--- src/rtl/immgen_pipe.sv ---
// Immediate generator with a 2-entry elastic output buffer (output reg + skid reg).
// One cycle latency when the output is empty; in_ready is registered and stays low while the skid entry is full.
module immgen_pipe #(
  parameter int XLEN  = 32,
  parameter int SEL_W = 3
) (
  input  logic             clk,
  input  logic             rst_n,
  input  logic             flush,
  input  logic             in_valid,
  output logic             in_ready,
  input  logic [31:7]      instr,
  input  logic [SEL_W-1:0] imm_sel,
  output logic             out_valid,
  input  logic             out_ready,
  output logic [XLEN-1:0]  imm_out,
  output logic             imm_err
);

  localparam int SHW = $clog2(XLEN);

  typedef enum logic [1:0] {EMPTY, ONE, TWO} state_t;

  state_t          state, state_nxt;
  logic [31:0]     raw;
  logic [XLEN-1:0] dec_imm;
  logic            dec_err;
  logic [XLEN-1:0] skid_imm;
  logic            skid_err;
  logic            accept, pop;
  logic            load_out, load_skid, shift_skid;

  // Every format is first built as a 32-bit value already sign-filled where needed;
  // zero-extended formats have raw[31]=0, so one signed widening covers XLEN=64.
  always_comb begin
    raw     = 32'b0;
    dec_err = 1'b0;
    case (imm_sel)
      SEL_W'(0): raw = {{20{instr[31]}}, instr[31:20]};
      SEL_W'(1): raw = {{20{instr[31]}}, instr[31:25], instr[11:7]};
      SEL_W'(2): raw = {{19{instr[31]}}, instr[31], instr[7], instr[30:25], instr[11:8], 1'b0};
      SEL_W'(3): raw = {instr[31:12], 12'b0};
      SEL_W'(4): raw = {{11{instr[31]}}, instr[31], instr[19:12], instr[20], instr[30:21], 1'b0};
      SEL_W'(5): raw = {instr[31:12], 12'b0};
      SEL_W'(6): raw = {27'b0, instr[19:15]};
      SEL_W'(7): begin
        raw     = 32'(instr[20 +: SHW]);
        dec_err = (XLEN == 32) && instr[25];
      end
      default:   raw = 32'b0;
    endcase
  end

  assign dec_imm   = XLEN'($signed(raw));
  assign out_valid = (state != EMPTY);
  assign accept    = in_valid && in_ready;
  assign pop       = out_valid && out_ready;

  always_comb begin
    state_nxt  = state;
    load_out   = 1'b0;
    load_skid  = 1'b0;
    shift_skid = 1'b0;
    if (flush) begin
      state_nxt = EMPTY;
    end else begin
      case (state)
        EMPTY: if (accept) begin
          state_nxt = ONE;
          load_out  = 1'b1;
        end
        ONE: begin
          if (accept && pop) begin
            load_out = 1'b1;
          end else if (accept) begin
            state_nxt = TWO;
            load_skid = 1'b1;
          end else if (pop) begin
            state_nxt = EMPTY;
          end
        end
        TWO: if (pop) begin
          state_nxt  = ONE;
          shift_skid = 1'b1;
        end
        default: state_nxt = EMPTY;
      endcase
    end
  end

  // in_ready resets low so nothing is taken until the first edge after reset release.
  always_ff @(posedge clk or negedge rst_n) begin
    if (!rst_n) begin
      state    <= EMPTY;
      in_ready <= 1'b0;
    end else begin
      state    <= state_nxt;
      in_ready <= (state_nxt != TWO);
    end
  end

  always_ff @(posedge clk or negedge rst_n) begin
    if (!rst_n) begin
      imm_out  <= '0;
      imm_err  <= 1'b0;
      skid_imm <= '0;
      skid_err <= 1'b0;
    end else begin
      if (load_out) begin
        imm_out <= dec_imm;
        imm_err <= dec_err;
      end else if (shift_skid) begin
        imm_out <= skid_imm;
        imm_err <= skid_err;
      end
      if (load_skid) begin
        skid_imm <= dec_imm;
        skid_err <= dec_err;
      end
    end
  end

endmodule

--- config.mk ---
export PLATFORM = sky130hd
export DESIGN_NAME = immgen_pipe
export DESIGN_NICKNAME = d
export VERILOG_FILES = /design/src/rtl/immgen_pipe.sv
export SDC_FILE = /design/constraint.sdc
export NUM_CORES = 1
export LEC_CHECK = 0
export BUFFER_PORTS_ARGS = -buffer_cell sky130_fd_sc_hd__buf_4
export CAP_MARGIN = 20
export CORE_MARGIN = 2
export CORE_UTILIZATION = 35
export CTS_CLUSTER_DIAMETER = 80
export DETAILED_ROUTE_END_ITERATION = 10
export MAX_ROUTING_LAYER = met4
export PLACE_DENSITY = 0.64
export SYNTH_ARGS = -nofsm -noshare
export SYNTH_HDL_FRONTEND = slang
export SYNTH_SLANG_ARGS = --single-unit
export TNS_END_PERCENT = 5
--- constraint.sdc ---
create_clock -name clk -period 1.46 [get_ports clk]
set_input_delay 0.146 -clock clk [delete_from_list [all_inputs] [get_ports clk]]
set_output_delay 0.146 -clock clk [all_outputs]
set_load 0.02 [all_outputs]
==> qor.txt <==
Commonest non-fill, non-tap cells in the layout - buf_4 (76), dfrtp_1 (69), mux2i_1 (52)
Wire length on met2 - 4.387 mm
H-Tree Depth - 3
CTS Sinks - 69
DR DRC count - 0
RSZ-0062 raised after global routing - yes
Slew @ Worst Pin - 0.3711 ns
Root buf cell - clkbuf_8
Post-route insts no fill - 570
Max Used Layer - met4
Worst setup endpoint - imm_out[7]
Starting Density - 35.57%
Seq/Total Area, Yosys - 47.67%
Clk_lat worst skew - 0.35 ns
Syn Nets - 386
Tot Pwr - 6.111 mW
Fin. Hold Viols - 0
Routed met3 length - 411 um
Via count - 2917
Reg2Reg Depth - 6
Antenna violations before repair - 0
Mapped Cells - 353
Max-capacitance violation count - 0
Final worst-path cycle share - 103.7%
DRT met1 WL - 4.357 mm
First-pass GRT wire length - 14.35 mm
Fin. max-slew vios - 0
CP max stage delay - 0.40 ns
Max Freq - 660.7 MHz
Most common cell after layout, fill and taps aside - buf_4
DPL Wire Length - 6.018 mm
Static leakage - 2.189 nW
Die Area - 0.01118 sq mm
Synth Register Bits - 69
Post-Route WL - 9.263 mm
Vias per cell - 5.118
Chip width - 105.7 um
Critical-path maximum fanout - 5
Crit-path cells - nand3b_1 -> nor2_4 -> buf_12 -> clkbuf_16 -> mux2i_1 -> a21oi_1
Final ANT Viol Nets - 0
Number of flops mapped to enable cells by yosys - 0
Relative slew slack - 75.26%
Wire per inst - 16.25 um
Status - complete, but fails checks
# setup viols final - 33
Distinct cell type count after synthesis - 41
Fin worst setup slack - -0.05354 ns
WP buf/inv - 2
Minimum clock period - 1.514 ns
Dpl ws - -0.007434 ns
Final core occ - 47.05%
Setup crit end kind - flip-flop
I/O pin total - 68
Worst min path class - in -> reg
WP data arrival - 1.73 ns
Worst reg-to-reg setup slack - -0.05 ns
Area growth syn-to-layout - 32.30%
Final Skew - 0.01411 ns
Critical path type - reg -> reg
Layout cell share with drive strength beyond 1 - 28.57%
Avg Cell Area, Syn - 10.26 sq um
Placer Congestion - 0.7750
Failing checks - negative setup slack
Placed instance count - 544
Die Ht - 105.7 um
Vias in the first global route - 2877
PortBufs - 67
Maximum buffer depth of the clock tree - 2
Post-synth ARST share - 100.0%
Crit-path leading delay family - simple AND/OR/NAND/NOR gates
Yosys warning total - 0
Ant diodes - 0
Max VDD drop - 550.4 uV
CTS tree - built
Synth Flop Type - dfrtp_1
Largest net degree at the start of global routing - 70
Crit start category - flip-flop
CP Launch Point - state[0]
Core box area - 0.01018 sq mm
Stages on worst setup path - 6
1st-iter DRT viols - 119
Num CTS Buffers - 9
Final net count - 462
Placement Rows - 37
Power Dens Cells - 1275 mW/mm^2
Final-layout fill cell count - 973
Worst R2R End - imm_out[7]
Clock slew at reported path FFs - 0.08 ns
Total GRT Usage - 16.60%
Grt ovf - 0
FF-to-FF Start - state[0]
Slowest-stage cell, CP - dfrtp_1
WP data required - 1.67 ns
First drt pass iteration count - 4
Post-Syn Area - 0.003622 sq mm
-- cells in the mapped netlist, drive strengths merged (2+ instances only) --
library cell,n,area (sq um)
buf,26,160.2
dfrtp,69,1727
nand2b,12,75.07
or2,2,12.52
mux2i,52,520.5
nand3b,2,15.01
clkbuf,3,11.26
o221ai,8,70.07
o21ai,26,130.1
a21o,13,97.59
inv,2,7.510
a22oi,4,30.03
nand2,44,167.7
or4,2,15.01
a21oi,40,200.2
mux2,13,146.4
a221oi,4,35.03
nor2,17,76.32
-- worst min-delay path, delay by kind of cell --
family	cells	cell delay (ns)
compound gates	1	0.05
simple gates	1	0.05
buf+inv	1	0.13
-- what timing repair did --
| action | CTS | global route |
|---|---|---|
| hold buffers | 2 | 0 |
| pin swaps | 6 | 14 |
| endpoints found under the setup margin | 15 | 49 |
| hold endpoints to repair | 70 | 0 |
| resized for setup | 0 | 7 |
| cloned | 0 | 4 |
| buffers inserted | 0 | 4 |
-- final cells by class --
cell class / count / area (sq um) / area share [%]
sequential: 69 / 1727 / 36.03
multi-input combinational: 253 / 1740 / 36.32
inverter: 2 / 7.507 / 0.1567
clock buffer: 11 / 141.4 / 2.950
clock inverter: 5 / 106.4 / 2.219
timing repair buffer: 94 / 899.6 / 18.77
tap: 136 / 170.2 / 3.551
-- power by group --
part	internal, mW	switching, mW
Combinational	0.755	0.821
Sequential	2.34	0.251
Clock	1.19	0.751
-- layer usage --
metal  track usage (%)  up-vias
met5                 -        -
met4             4.605        0
met3             4.082       10
met2             24.88       68
met1             22.51     1432
li1                  -     1407
-- per-stage QoR --
step / instance area [sq um] / TNS (ns) / hold slack (ns)
2_1_floorplan: 3622 / 0 / -0.1496
3_3_place_gp: 4369 / 0 / 0.1769
3_5_place_dp: 4369 / -0.01856 / 0.1868
4_1_cts: 4637 / -0.1119 / 0.06000
5_1_grt: 4792 / -3.666 / 0.07115
6_report: 4792 / -1.083 / 0.07007
-- flip-flops by register name (all words and copies together) (netlist names) --
signal	cells
skid_err	1
imm_err	1
state	2
in_ready	1
skid_imm	32
imm_out	32
-- worst min path at each step --
stage	start	end	slack (ns)	depth (start not counted)
floorplan	rst_n	imm_err	-0.15	0
global placement	rst_n	imm_out[14]	0.18	2
detailed placement	rst_n	imm_out[14]	0.19	2
CTS	instr[26]	skid_imm[6]	0.06	3
global route	instr[26]	skid_imm[6]	0.07	3
finish	instr[26]	skid_imm[6]	0.07	3
-- logic make-up after synthesis --
kind of cell           count (synthesis)  synth area share (%)
AO/OA/AOI/OAI                        101                 17.31
XOR/XNOR                               1                0.2418
buffers and inverters                 31                 4.940
flip-flops                            69                 47.67
multiplexers                          65                 18.41
AND/OR/NAND/NOR                       86                 11.43
Power figures use the tool's default switching activity.
